`src/rtl/dac_scaler.sv`:
```
// -----------------------------------------------------------------------------
// dac_scaler
//
// Transmit-side sample scaler. 12-bit unsigned codes arrive on a valid/ready
// handshake and are buffered in a small FIFO. A free-running rate counter
// produces one update tick every DIV clocks. On each tick the head code is
// popped and run through a three-stage pipeline: clamp to CODE_MAX, scale by
// 0.8 (rounded half-up), negate into a signed 14-bit DAC word. A tick that
// finds the FIFO empty sends an underrun token down the same pipeline. That
// token raises dac_upd and underrun together, leaves dac_dat/sat unchanged and
// bumps a saturating underrun counter.
//
// Ports
//   clk           system clock, rising edge
//   rst_n         asynchronous active-low reset
//   in_dat[11:0]  unsigned sample code
//   in_valid      in_dat valid
//   in_ready      registered: FIFO can take a word this cycle
//   dac_dat[13:0] signed DAC word, changes only on dac_upd
//   dac_upd       one-cycle strobe per update tick (3 cycles after the tick)
//   sat[1:0]      00 normal, 10 code was clamped high
//   underrun      one-cycle pulse: this update found the FIFO empty
//   underrun_cnt  saturating count of underruns
// -----------------------------------------------------------------------------
module dac_scaler #(
   parameter int unsigned DIV        = 4,
   parameter int unsigned FIFO_DEPTH = 4,
   parameter int unsigned CODE_MAX   = 3981
) (
   input  logic        clk,
   input  logic        rst_n,
   input  logic [11:0] in_dat,
   input  logic        in_valid,
   output logic        in_ready,
   output logic [13:0] dac_dat,
   output logic        dac_upd,
   output logic [1:0]  sat,
   output logic        underrun,
   output logic [15:0] underrun_cnt
);

   localparam int unsigned CW = $clog2(DIV);
   localparam int unsigned AW = $clog2(FIFO_DEPTH);
   localparam logic [CW-1:0] CNT_LAST = CW'(DIV - 1);
   localparam logic [11:0]   CODE_LIM = 12'(CODE_MAX);
   localparam logic [AW:0]   DEPTH_V  = (AW + 1)'(FIFO_DEPTH);

   // rate counter and FIFO bookkeeping
   logic [CW-1:0] cnt_q, cnt_d;
   logic [AW-1:0] rd_ptr_q, rd_ptr_d;
   logic [AW-1:0] wr_ptr_q, wr_ptr_d;
   logic [AW:0]   count_q, count_d;
   logic          in_ready_q, in_ready_d;
   logic [11:0]   fifo_mem [FIFO_DEPTH];

   // pipeline stage 1: clamp
   logic          s1_vld_q, s1_vld_d;
   logic          s1_unr_q, s1_unr_d;
   logic [11:0]   s1_code_q, s1_code_d;
   logic [1:0]    s1_sat_q, s1_sat_d;

   // pipeline stage 2: scale
   logic          s2_vld_q, s2_vld_d;
   logic          s2_unr_q, s2_unr_d;
   logic [11:0]   s2_val_q, s2_val_d;
   logic [1:0]    s2_sat_q, s2_sat_d;

   // stage 3: output registers
   logic [13:0]   dac_dat_q, dac_dat_d;
   logic          dac_upd_q, dac_upd_d;
   logic [1:0]    sat_q, sat_d;
   logic          underrun_q, underrun_d;
   logic [15:0]   underrun_cnt_q, underrun_cnt_d;

   logic          tick, push, pop;
   logic [11:0]   fifo_head;
   logic [25:0]   s2_prod;

   always_comb begin
      // NOTE: every signal written here gets a default first so no path can
      // leave it unassigned and infer a latch.
      tick      = (cnt_q == CNT_LAST);
      push      = in_valid && in_ready_q;
      pop       = tick && (count_q != '0);
      fifo_head = fifo_mem[rd_ptr_q];

      cnt_d    = tick ? '0 : cnt_q + CW'(1);
      rd_ptr_d = pop  ? rd_ptr_q + AW'(1) : rd_ptr_q;
      wr_ptr_d = push ? wr_ptr_q + AW'(1) : wr_ptr_q;

      count_d = count_q;
      unique case ({push, pop})
         2'b10:   count_d = count_q + (AW + 1)'(1);
         2'b01:   count_d = count_q - (AW + 1)'(1);
         default: count_d = count_q;
      endcase
      in_ready_d = (count_d < DEPTH_V);

      // S1: a tick on an empty FIFO becomes an underrun token; a same-cycle
      // push is not bypassed to it and waits for the next tick.
      s1_vld_d  = tick;
      s1_unr_d  = tick && (count_q == '0);
      s1_code_d = s1_code_q;
      s1_sat_d  = s1_sat_q;
      if (pop) begin
         s1_code_d = (fifo_head > CODE_LIM) ? CODE_LIM : fifo_head;
         s1_sat_d  = (fifo_head > CODE_LIM) ? 2'b10 : 2'b00;
      end

      // S2: 13107/16384 ~= 0.8, +8192 rounds half-up; CODE_LIM keeps the
      // product inside 26 bits.
      s2_prod  = 26'(s1_code_q) * 26'd13107 + 26'd8192;
      s2_vld_d = s1_vld_q;
      s2_unr_d = s1_unr_q;
      s2_val_d = 12'(s2_prod >> 14);
      s2_sat_d = s1_sat_q;

      // S3: underrun tokens strobe but leave dac_dat/sat untouched.
      dac_upd_d  = s2_vld_q;
      underrun_d = s2_vld_q && s2_unr_q;
      dac_dat_d  = dac_dat_q;
      sat_d      = sat_q;
      if (s2_vld_q && !s2_unr_q) begin
         dac_dat_d = 14'd0 - {2'b00, s2_val_q};
         sat_d     = s2_sat_q;
      end
      underrun_cnt_d = underrun_cnt_q;
      if (underrun_d && (underrun_cnt_q != 16'hFFFF)) begin
         underrun_cnt_d = underrun_cnt_q + 16'd1;
      end
   end

   // NOTE: sequential state uses non-blocking assignments so every flop
   // samples the pre-edge value of its neighbours regardless of block order.
   always_ff @(posedge clk or negedge rst_n) begin
      if (!rst_n) begin
         cnt_q          <= '0;
         rd_ptr_q       <= '0;
         wr_ptr_q       <= '0;
         count_q        <= '0;
         in_ready_q     <= 1'b0;
         s1_vld_q       <= 1'b0;
         s1_unr_q       <= 1'b0;
         s1_code_q      <= '0;
         s1_sat_q       <= '0;
         s2_vld_q       <= 1'b0;
         s2_unr_q       <= 1'b0;
         s2_val_q       <= '0;
         s2_sat_q       <= '0;
         dac_dat_q      <= '0;
         dac_upd_q      <= 1'b0;
         sat_q          <= '0;
         underrun_q     <= 1'b0;
         underrun_cnt_q <= '0;
      end else begin
         cnt_q          <= cnt_d;
         rd_ptr_q       <= rd_ptr_d;
         wr_ptr_q       <= wr_ptr_d;
         count_q        <= count_d;
         in_ready_q     <= in_ready_d;
         s1_vld_q       <= s1_vld_d;
         s1_unr_q       <= s1_unr_d;
         s1_code_q      <= s1_code_d;
         s1_sat_q       <= s1_sat_d;
         s2_vld_q       <= s2_vld_d;
         s2_unr_q       <= s2_unr_d;
         s2_val_q       <= s2_val_d;
         s2_sat_q       <= s2_sat_d;
         dac_dat_q      <= dac_dat_d;
         dac_upd_q      <= dac_upd_d;
         sat_q          <= sat_d;
         underrun_q     <= underrun_d;
         underrun_cnt_q <= underrun_cnt_d;
      end
   end

   // NOTE: FIFO storage has no reset; emptiness is carried by the pointers
   // and count, so stale entries are never read.
   always_ff @(posedge clk) begin
      if (push) begin
         fifo_mem[wr_ptr_q] <= in_dat;
      end
   end

   assign in_ready     = in_ready_q;
   assign dac_dat      = dac_dat_q;
   assign dac_upd      = dac_upd_q;
   assign sat          = sat_q;
   assign underrun     = underrun_q;
   assign underrun_cnt = underrun_cnt_q;

endmodule

```
`config.mk`:
```
export PLATFORM = sky130hd
export DESIGN_NAME = dac_scaler
export DESIGN_NICKNAME = d
export VERILOG_FILES = /design/src/rtl/dac_scaler.sv
export SDC_FILE = /design/constraint.sdc
export NUM_CORES = 1
export LEC_CHECK = 0
export ABC_AREA = 1
export CORE_ASPECT_RATIO = 1.4
export CORE_MARGIN = 4
export CORE_UTILIZATION = 50
export DETAILED_ROUTE_END_ITERATION = 8
export PLACE_DENSITY = 0.66
export SETUP_SLACK_MARGIN = 0.05
export SYNTH_ARGS = -nofsm -noshare
export SYNTH_HDL_FRONTEND = slang
export SYNTH_SLANG_ARGS = --single-unit
```
`constraint.sdc`:
```
create_clock -name clk -period 4.6 [get_ports clk]
set_input_delay 0.69 -clock clk [delete_from_list [all_inputs] [get_ports clk]]
set_output_delay 0.69 -clock clk [all_outputs]
set_load 0.01 [all_outputs]
```
# == Word level (Yosys, flattened, before mapping) ==
# Memory sizes are Yosys's and may differ from the RTL's.
# Index checks and enable logic that the tools add are counted.
# word_totals
register_bits,76
ramBits,48
input_bits,15
out_inout_bits,35
word_cells,49
n_memories,1
# memory_table
name,depth,word_bits,read_ports,rd_clocked_by_memory_dff,wr,line_no,source
fifo_mem,4,12,1,0,1,54,logic [11:0] fifo_mem [FIFO_DEPTH];
# classes
addsub,8
multipliers,1
order_cmp,2
n_eq_ne,4
mux,6
n_reduce_logical,9
# ops
operator,count
$add 26x14->26 const B,1
$mul 12x14->26 const B,1
$add 16x1->16 const B,1
$ne 16x16->1 const B,1
$sub 1x12->13 const A,1
$gt 12x12->1 const B,1
$mux 12,1
$add 2x1->2 const B,3
$logic_and 1x1->1,6
$pmux 3 s2,1
$eq 2x2->1 const B,2
$mux 2,2
$add 3x1->3 const B,1
$logic_not 3->1,1
$lt 3x3->1 const B,1
$reduce_bool 3->1,1
$sub 3x1->3 const B,1
$eq 2x1->1 const B,1
$mux 1,2
$logic_not 1->1,1

# == Longest topological paths before layout ==
# depth
ltp_word,5
ltp_mapped,22
depth_no_buf,22

# == Worst setup path after synthesis ==
# Ideal clock, no wire load.
# synth_path
kind,reg2reg
start,register s1_code_q[10]
end,register s2_val_q[10]
setup_time_ps,117
arrival_time_ps,4000
required_time_ps,4483
slack_ps,483
stages_incl_launch_ff,18
n_path_buf,0
synth_period_minus_slack_ps,4117
path_cell_list,dfrtp_1 -> inv_1 -> ha_1 -> inv_1 -> fa_1 -> inv_1 -> fa_1 -> fa_1 -> fa_1 -> inv_1 -> ha_1 -> a21oi_1 -> a21boi_0 -> nand2_1 -> nand2_1 -> nand3_1 -> nand2_1 -> nand2_1
# synth_via
elab_chain_cells,2
# synth_rtl
element,line_no,source
"start, declared",59,"logic [11:0] s1_code_q, s1_code_d;"
"start signal, assigned",163,s1_code_q <= s1_code_d;
$mul 12x14->26,112,s2_prod = 26'(s1_code_q) * 26'd13107 + 26'd8192;
$add 26x14->26,112,
via s2_prod[24],77,logic [25:0] s2_prod;
"end signal, assigned",167,s2_val_q <= s2_val_d;
"end, declared",65,"logic [11:0] s2_val_q, s2_val_d;"
# The timed path passes the listed nets, and every way through them passes these cells.
# A chain may end at the register's enable or synchronous reset.

# == Worst setup path in the final report ==
# layout_path
start,register s1_code_q[6]
end,register s2_val_q[8]
# Same word-level chain as after synthesis.

==> flow_summary.ini <==
[yosys]
synth-main-ff-cell = dfrtp_1
synth_top_area_cell = dfrtp_1
synth_top_area_frac = 0.233
synth_compound_area_frac = 0.0709
yosys_warnings = 0
yosys.area_share.simple = 0.172
synth_mux_area_frac = 0
seq_area_frac_synth = 0.419
yosys.area_share.adder = 0.221
syn_area_per_cell_sq_um = 9.31
synth_area_sq_um = 7750
synthXorXnorAreaFrac = 0.0351
async_flop_share = 0.600
syn_inst = 832
synth-seq-cells = 120
synth_edf_count = 48
synth_top_family_by_area = adder cells
synth_fp_nets = 961
yosys.cell_types.count = 41
yosys-top-cells-area = dfrtp_1 (23%), edfxtp_1 (19%), ha_1 (12%)

[floorplanning]
die-area_sq_um = 17600
start_util = 0.512
ioPinCount = 50
dieWidth_um = 113
die_h_um = 155
core_sq_um = 15100
num_rows = 53

[layout]
area_growth_pct = 16.2
fin_util = 0.595
stdcell_count = 1097
nFillCells = 1330
multi_input_area_sq_um = 3910
num_antenna_cells = 0
regArea_sq_um = 3240
drive_above_1_share = 0.0785
design_area_sq_um = 9000
nets = 1021

[timing]
tns_ns = 0
clock_skew_ns = 0.00861
slew_viol_final = 0
rsz0062_at_grt = yes
slew_headroom = 0.236
fmax_mhz = 229
finalCriticalPeriod_ns = 4.37
fin_crit_sh = 0.950
finalSetupViolCount = 0
hold_viol = 0
worst_slew_pin_slew_ns = 1.14

[hold_path]
worstHoldPathType = reg2reg

[grt]
grt_pass1_vias = 5627
antenna_found_initial = 0
grt_pass1_wl_um = 26400
grtUsageTotal = 0.188
grt_max_degree = 73
overflow = 0

[job]
maxCapViolations = 0

[drt]
drtAntennaViolNets = 0
vias = 5548
dr.pass1.iters = 4
wirelength_um = 15700
drtIter0Drc = 257
via_per_inst = 5.06
wl_per_cell_um = 14.4
route.detailed.drc = 0

[placed_design]
gp_congestion = 0.961
place_area_sq_um = 8410
dp_cells = 1065
hpwl_um = 12300
io_buffers = 48

[clocking]
ctsLongestPathBuffers = 2
root_buffer = clkbuf_16
cts_sinks = 120
cts.hold.buffers_added = 0
cts_tree = yes
clkLatencyLatePin_ns = 0.41
cts.clk_slew.worst_paths_ns = 0.06
cts_resized = 0
cts_buffers = 17
post_cts_buffers = 0
h-tree-depth = 4

[outcome]
status = complete, no violations

[worst_setup_path]
critical_path.max_fanout = 5
worstPathRequired_ns = 4.90
endpoint_kind = flop
arrival_ns = 4.67
path_class = reg2reg
start_kind = flop
## metal layers
metal  GRT usage  wire length, um
met3      0.0249              412
met2       0.346             8420
met4       0.102              716
met1       0.208             6200
met5           0                0
## cell usage after synthesis (4+ instances only)
cell / number
nand4_1: 11
a31oi_1: 8
inv_1: 137
o211ai_1: 5
o21bai_1: 4
buf_2: 4
nand3_1: 38
nand2_1: 155
xor2_1: 20
o21ai_1: 8
edfxtp_1: 48
a21oi_1: 23
buf_6: 5
xnor2_1: 11
nor2_1: 87
nor3_1: 12
o21ai_0: 32
ha_1: 76
dfrtp_1: 72
fa_1: 38
a21oi_2: 5
## through the flow
stage                     hold slack (ns)  setup WS [ns]
final                               0.345          0.231
after global routing                0.352        0.00765
after CTS                           0.348         0.0567
after detailed placement            0.335         0.0745
after global placement              0.331          0.160
after floorplan                     0.331          0.483
## final cells by class
class,instances,area share
inverter,141,0.0593
timing repair buffer,55,0.0589
clock inverter,13,0.0104
tap,192,0.0267
sequential,120,0.360
clock buffer,19,0.0504
multi-input combinational,557,0.434
## critical path, cell delays in order, from the launching register on
cell	delay, ns
dfrtp_1	0.43
ha_1	0.41
fa_1	0.54
inv_1	0.07
fa_2	0.58
fa_1	0.43
fa_1	0.54
inv_1	0.04
ha_2	0.36
nand2_1	0.09
inv_1	0.09
nand3_1	0.17
nor2_2	0.19
nand4_1	0.13
nand4_1	0.12
nand2_1	0.06
## cell families (layout without fill, tap and decap cells)
logic type,after synthesis,count (layout)
AOI/OAI and AO/OA,95,95
xor gates and xnor gates,31,31
adders and majority gates,114,114
buffers and inverters,155,228
DFF,120,120
other,1,1
and+or+nand+nor,316,316
## placed cells by master, fill, tap and decap left out, drive strengths merged
cell / instances
conb: 1
a21o: 2
nand3b: 2
a31oi: 8
nor3b: 1
ha: 76
edfxtp: 48
or2: 1
nor4: 1
a21oi: 28
inv: 145
xnor2: 11
a21boi: 2
nand4: 11
clkbuf: 19
clkinv: 9
dfrtp: 72
o21bai: 4
o21ai: 41
xor2: 20
nor3: 12
o211ai: 5
buf: 8
clkdlybuf4s50: 47
nor2: 89
nand3: 39
fa: 38
nand2: 160
o22ai: 3
o21a: 2
## state kept, by name, summed over array words and instances, names as in the netlist, 2 cells and up
name	count
count_q	3
s1_code_q	12
wr_ptr_q	2
cnt_q	2
s2_val_q	12
fifo_mem	48
dac_dat	13
rd_ptr_q	2
underrun_cnt	16
## worst paths after layout
| path | startpoint | end | slack (ns) | cells past startpoint |
|---|---|---|---|---|
| hold / removal | s1_vld_q$_DFF_PN0_ | dac_upd_d$_DFF_PN0_ | 0.35 | 0 |
| setup reg to reg | s1_code_q[6]$_DFFE_PN0P_ | s2_val_q[8]$_DFF_PN0_ | 0.23 | 15 |
| hold reg to reg | s1_vld_q$_DFF_PN0_ | dac_upd_d$_DFF_PN0_ | 0.35 | 0 |
| setup / recovery | s1_code_q[6]$_DFFE_PN0P_ | s2_val_q[8]$_DFF_PN0_ | 0.23 | 15 |
| max in group asynchronous | rst_n | cnt_q[0]$_DFF_PN0_ | 3.60 | 1 |
| min in group asynchronous | rst_n | s2_val_q[1]$_DFF_PN0_ | 0.41 | 1 |
Power is left out: the tool's default activity adds up to more than one toggle a clock period on the data nets, which glitch-free logic cannot reach.
